<file path="src/rtl/ring_johnson_counter_if.sv">
// Control/status bundle for the ring/Johnson counter.
// The master drives the controls and observes state; the counter itself is the slave.
interface ring_johnson_counter_if #(
    parameter int N = 5
);
    logic         en;
    logic         mode;
    logic         dir;
    logic         load;
    logic [N-1:0] load_val;
    logic [N-1:0] q;
    logic         tc;
    logic         err;

    modport master (
        output en, mode, dir, load, load_val,
        input  q, tc, err
    );

    modport slave (
        input  en, mode, dir, load, load_val,
        output q, tc, err
    );
endinterface

</file>
<file path="src/rtl/ring_johnson_counter.sv">
// N-stage shift-register counter running as a one-hot ring or a twisted (Johnson) ring,
// with up/down shifting, validated parallel load, terminal count and an error pulse.
module ring_johnson_counter #(
    parameter int N = 5
) (
    input  logic                   clk_i,
    input  logic                   clear_ni,
    ring_johnson_counter_if.slave  bus
);

    typedef enum logic {
        MODE_RING    = 1'b0,
        MODE_JOHNSON = 1'b1
    } mode_e;

    localparam logic [N-1:0] RING_SEED    = N'(1);
    localparam logic [N-1:0] JOHNSON_SEED = '0;
    localparam logic [N-1:0] MSB_ONLY     = {1'b1, {(N-1){1'b0}}};

    mode_e        mode_q, mode_d;
    logic [N-1:0] q_q, q_d;
    logic         err_q, err_d;

    mode_e        modeIn;
    logic [N-1:0] seed;
    logic [N-1:0] shifted;
    logic         stateLegal;
    logic         loadLegal;
    logic         lastState;

    function automatic logic ringLegal(input logic [N-1:0] v);
        return $onehot(v);
    endfunction

    // Johnson states are a block of ones against a block of zeros, in either order.
    function automatic logic johnsonLegal(input logic [N-1:0] v);
        logic [N-1:0] inv;
        inv = ~v;
        return ((v & (v + N'(1))) == '0) || ((inv & (inv + N'(1))) == '0);
    endfunction

    function automatic logic legalFor(input mode_e m, input logic [N-1:0] v);
        return (m == MODE_JOHNSON) ? johnsonLegal(v) : ringLegal(v);
    endfunction

    assign modeIn     = mode_e'(bus.mode);
    assign seed       = (modeIn == MODE_JOHNSON) ? JOHNSON_SEED : RING_SEED;
    assign stateLegal = legalFor(mode_q, q_q);
    assign loadLegal  = legalFor(modeIn, bus.load_val);

    always_comb begin
        shifted = q_q;
        unique case ({mode_q == MODE_JOHNSON, bus.dir})
            2'b00:   shifted = {q_q[N-2:0], q_q[N-1]};
            2'b01:   shifted = {q_q[0], q_q[N-1:1]};
            2'b10:   shifted = {q_q[N-2:0], ~q_q[N-1]};
            default: shifted = {~q_q[0], q_q[N-1:1]};
        endcase
    end

    always_comb begin
        lastState = 1'b0;
        if (mode_q == MODE_JOHNSON)
            lastState = bus.dir ? (q_q == RING_SEED) : (q_q == MSB_ONLY);
        else
            lastState = bus.dir ? q_q[0] : q_q[N-1];
    end

    // A mode change always reseeds, so any pending load or shift that edge is discarded.
    always_comb begin
        mode_d = modeIn;
        q_d    = q_q;
        err_d  = 1'b0;
        if (modeIn != mode_q) begin
            q_d = seed;
        end else if (bus.load) begin
            if (loadLegal) begin
                q_d = bus.load_val;
            end else begin
                q_d   = seed;
                err_d = 1'b1;
            end
        end else if (bus.en) begin
            if (stateLegal) begin
                q_d = shifted;
            end else begin
                q_d   = seed;
                err_d = 1'b1;
            end
        end
    end

    always_ff @(posedge clk_i or negedge clear_ni) begin
        if (!clear_ni) begin
            mode_q <= MODE_RING;
            q_q    <= RING_SEED;
            err_q  <= 1'b0;
        end else begin
            mode_q <= mode_d;
            q_q    <= q_d;
            err_q  <= err_d;
        end
    end

    assign bus.q   = q_q;
    assign bus.err = err_q;
    assign bus.tc  = bus.en & ~bus.load & (modeIn == mode_q) & lastState;

endmodule

</file>
<file path="src/flat_wrapper.sv">
// flat-port wrapper written by rule: the top's interface ports become plain ports
module ring_johnson_counter_flat 
#(
    parameter int N = 5
)
  (clk_i, clear_ni, bus_en, bus_mode, bus_dir, bus_load, bus_load_val, bus_q, bus_tc, bus_err);
  ring_johnson_counter_if #(.N(N)) bus_i ();
  input  logic clk_i;
  input  logic clear_ni;
  input wire logic [$bits(bus_i.en)-1:0] bus_en;
  input wire logic [$bits(bus_i.mode)-1:0] bus_mode;
  input wire logic [$bits(bus_i.dir)-1:0] bus_dir;
  input wire logic [$bits(bus_i.load)-1:0] bus_load;
  input wire logic [$bits(bus_i.load_val)-1:0] bus_load_val;
  output wire logic [$bits(bus_i.q)-1:0] bus_q;
  output wire logic [$bits(bus_i.tc)-1:0] bus_tc;
  output wire logic [$bits(bus_i.err)-1:0] bus_err;
  assign bus_i.en = bus_en;
  assign bus_i.mode = bus_mode;
  assign bus_i.dir = bus_dir;
  assign bus_i.load = bus_load;
  assign bus_i.load_val = bus_load_val;
  assign bus_q = bus_i.q;
  assign bus_tc = bus_i.tc;
  assign bus_err = bus_i.err;
  ring_johnson_counter #(.N(N)) u_core (.clk_i(clk_i), .clear_ni(clear_ni), .bus(bus_i));
endmodule
</file>
<file path="config.mk">
export PLATFORM = sky130hd
export DESIGN_NAME = ring_johnson_counter_flat
export DESIGN_NICKNAME = d
export VERILOG_FILES = /design/src/rtl/ring_johnson_counter_if.sv /design/src/rtl/ring_johnson_counter.sv /design/src/flat_wrapper.sv
export SDC_FILE = /design/constraint.sdc
export NUM_CORES = 1
export LEC_CHECK = 0
export CAP_MARGIN = 10
export CORE_ASPECT_RATIO = 1.5
export CORE_UTILIZATION = 47
export CTS_BUF_LIST = sky130_fd_sc_hd__clkbuf_8
export CTS_CLUSTER_DIAMETER = 40
export DETAILED_ROUTE_END_ITERATION = 12
export GPL_TIMING_DRIVEN = 0
export PLACE_DENSITY = 0.73
export SLEW_MARGIN = 10
export SYNTH_ARGS = -nofsm -noshare
export SYNTH_HDL_FRONTEND = slang
export SYNTH_SLANG_ARGS = --single-unit
</file>
<file path="constraint.sdc">
create_clock -name clk_i -period 9.2 [get_ports clk_i]
set_clock_uncertainty 0.15 [all_clocks]
set_input_delay 1.84 -clock clk_i [delete_from_list [all_inputs] [get_ports clk_i]]
set_output_delay 1.84 -clock clk_i [all_outputs]
set_load 0.005 [all_outputs]
</file>
==> results.sh <==
export IMPL_numClockSinks=7
export IMPL_antenna_found_initial=0
export IMPL_synth_ff_type="dfrtp_1"
export IMPL_grtUsageTotal_pct=25.19
export IMPL_post_cts_buffers=0
export IMPL_cts_buffers_inserted=3
export IMPL_synthCells=114
export IMPL_tns_ns=0
export IMPL_io_pins=18
export IMPL_clk_pin_slew_ns=0.04
export IMPL_switching_share_pct=35.03
export IMPL_regArea_sq_um=176.4
export IMPL_p_seq_share_pct=28.3
export IMPL_leakage_nw=0.5355
export IMPL_dp_cells=153
export IMPL_synthTopCellsByArea="ha_1 (18%), dfrtp_1 (15%), fa_1 (8.1%)"
export IMPL_crit_chain="clkdlybuf4s50_1 > buf_2 > xor2_2 > nor2_1 > nand2_1 > a2111oi_0 > clkdlybuf4s50_1"
export IMPL_cpMostUsedCell="clkdlybuf4s50_1"
export IMPL_detail_route_wl_per_cell_um=15.07
export IMPL_synth_cell_area_sq_um=994.7
export IMPL_fill_cells=196
export IMPL_ys_warnings_count=0
export IMPL_ys_types=45
export IMPL_drc_errors=0
export IMPL_final_antenna_net_count=0
export IMPL_switchingPower_mw=0.04931
export IMPL_fin_util_pct=61.81
export IMPL_status="finished clean"
export IMPL_dr_first_iter_drc_count=16
export IMPL_end_kind="output pin"
export IMPL_dp_hpwl_mm=1.946
export IMPL_fin_cells=157
export IMPL_cts_tree="built"
export IMPL_ctsHoldBuffers=0
export IMPL_clkPwrFrac_pct=29.6
export IMPL_firstDrtPassIters=4
export IMPL_avgSynthCellArea_sq_um=8.725
export IMPL_setup_viol=0
export IMPL_first_global_vias=958
export IMPL_die_area_sq_um=2308
export IMPL_async_flop_share_pct=100.0
export IMPL_synth_edf_count=0
export IMPL_netlist_area_leader_share_pct=17.61
export IMPL_fp_coreArea_sq_um=2002
export IMPL_ir_worst_vdd_mv=0.07708
export IMPL_synth_nets=143
export IMPL_worst_slew_pin_slew_ns=0.5411
export IMPL_power_density_nw_per_um2=113.8
export IMPL_hp_class="reg -> reg"
export IMPL_worstPathRequired_ns=7.21
export IMPL_top_layer_used="met4"
export IMPL_cts_resized=0
export IMPL_antennaDiodeCount=0
export IMPL_finalCritPeriodShare_pct=64.51
export IMPL_max_stage_delay_ns=0.58
export IMPL_num_nets_final=165
export IMPL_fmax_mhz=168.5
export IMPL_comb_power_share_pct=42.1
export IMPL_grt_ovfl_total=0
export IMPL_ys_ff_latch=7
export IMPL_intPower_mw=0.09145
export IMPL_vias=921
export IMPL_yosysTopAreaCell="ha_1"
export IMPL_dr_wl_met3_um=74
export IMPL_startpoint_type="input port"
export IMPL_grt_max_degree=11
export IMPL_slew_headroom_pct=63.82
export IMPL_gp_congestion=0.8473
export IMPL_start_util_pct=49.69
export IMPL_crit_path_max_fanout=8
export IMPL_met2WireLength_mm=1.402
export IMPL_drive_above_1_share_pct=11.11
export IMPL_cp_top_family="buffers and inverters"
export IMPL_grt_pass1_wl_mm=4.084
export IMPL_hold_viol=0
export IMPL_cts_buffer_depth=2
export IMPL_wl_mm=2.366
export IMPL_cts_max_level=1
export IMPL_cp_arrival_ns=3.94
export IMPL_worstSkewPairLatency_ns=0.23
export IMPL_port_buffers=17
export IMPL_area_delta_synth_final_pct=24.40
export IMPL_critPathKind="in -> out"
export IMPL_rows=20
export IMPL_max_cap_viol_count=0
export IMPL_slew_violations=0
export IMPL_vias_per_cell=5.866
export IMPL_worst_path_buf_inv=3
export IMPL_period_minus_slack_ns=5.935
export IMPL_rsz0062_at_grt="no"
export IMPL_crit_slowest_cell="clkdlybuf4s50_1"
export IMPL_met1_length_um=872
export IMPL_fp_dieW_um=39.56
export IMPL_multiInputGateArea_sq_um=721.9
export IMPL_root_buffer="clkbuf_8"
export IMPL_seq_area_frac_synth_pct=17.74
export IMPL_fp_dieH_um=58.35
-- final cells by class --
| cell class | count | share of cell area (%) |
|---|---|---|
| multi-input cells | 84 | 58.34 |
| clock inverters | 1 | 0.3033 |
| inverters | 19 | 5.763 |
| flip-flops and latches | 7 | 14.26 |
| plain buffers | 4 | 2.022 |
| well taps | 22 | 2.224 |
| repair buffers | 17 | 13.75 |
| clock buffers | 3 | 3.337 |
-- sequential cells by signal, summed over array words and instances, names as in the netlist --
signal,cells
u_core.bus.q,5
u_core.mode_q,1
u_core.bus.err,1
-- synthesized netlist by cell type (3+ instances only) --
cell type / instances
o21ai_0: 5
nor2_1: 4
nor4_1: 3
ha_1: 14
a21oi_1: 5
a31oi_1: 3
nand2_1: 7
fa_1: 4
dfrtp_1: 6
a221o_1: 3
inv_1: 18
-- routing by layer --
layer / global-route usage, % / up-vias
met2: 50.82 / 21
met3: 4.528 / 3
met1: 24.32 / 439
met4: 4.433 / 0
li1: - / 458
met5: 0 / -
-- tightest hold or removal path, delay by kind of cell, from the launching register on --
kind / cells / cell delay (ns)
AO/OA/AOI/OAI: 2 / 0.21
AND/OR/NAND/NOR: 1 / 0.07
flip-flops: 1 / 0.44
-- cells in the final DEF, fill, tap and decap left out, drive strengths merged, types with 3 or more instances in the layout --
cell           synthesis  routed
fa                     4       4
nand2                  7       7
o21ai                  6       6
a31oi                  3       3
nor4                   4       4
buf                    3       3
a221o                  3       3
ha                    14      14
a21oi                  5       5
inv                   19      20
nor2b                  3       3
dfrtp                  6       6
clkdlybuf4s50          0      17
clkbuf                 1       4
nor2                   5       5
-- final timing paths --
kind,end,cells past startpoint,slack (ns),startpoint
max reg2reg,u_core.bus.q[1]$_DFFE_PN0P_,10,6.01,u_core.bus.q[0]$_DFFE_PN1P_
min reg2reg,u_core.bus.q[2]$_DFFE_PN0P_,3,0.61,u_core.bus.q[3]$_DFFE_PN0P_
max in group asynchronous,u_core.bus.q[0]$_DFFE_PN1P_,1,6.91,clear_ni
max,bus_tc,7,3.27,bus_mode
min,u_core.bus.q[2]$_DFFE_PN0P_,3,0.61,u_core.bus.q[3]$_DFFE_PN0P_
min in group asynchronous,u_core.mode_q$_DFF_PN0_,1,1.71,clear_ni
-- metrics by stage --
step                setup WS [ns]  total power, mW  hold WS, ns  cell area (sq um)
floorplan                   4.392          0.07681       0.5268              994.7
global placement            3.360          0.09777       0.5885               1192
detailed placement          3.269           0.1001       0.6049               1192
CTS                         3.263           0.1423       0.6155               1237
global route                3.114           0.1531       0.6625               1237
finish                      3.265           0.1408       0.6069               1237
-- power by group through the flow --
stage | registers, mW | logic (mW) | clock network (mW)
2_1_floorplan | 0.0388 | 0.0380 | 0
4_1_cts | 0.0400 | 0.0596 | 0.0426
6_report | 0.0398 | 0.0593 | 0.0417
3_5_place_dp | 0.0404 | 0.0597 | 0
3_3_place_gp | 0.0400 | 0.0578 | 0
5_1_grt | 0.0406 | 0.0673 | 0.0451
-- cells by family (layout without fill, tap and decap cells) --
kind of cell,Yosys count,after routing,synth area share (%)
AO/OA/AOI/OAI,35,35,26.54
AND/OR/NAND/NOR,27,27,15.98
buffers and inverters,23,44,9.684
adder cells (fa/ha/maj),18,18,25.66
flip-flops,7,7,17.74
XOR/XNOR,3,3,3.397
multiplexers,1,1,1.006
Power figures use the tool's default switching activity.
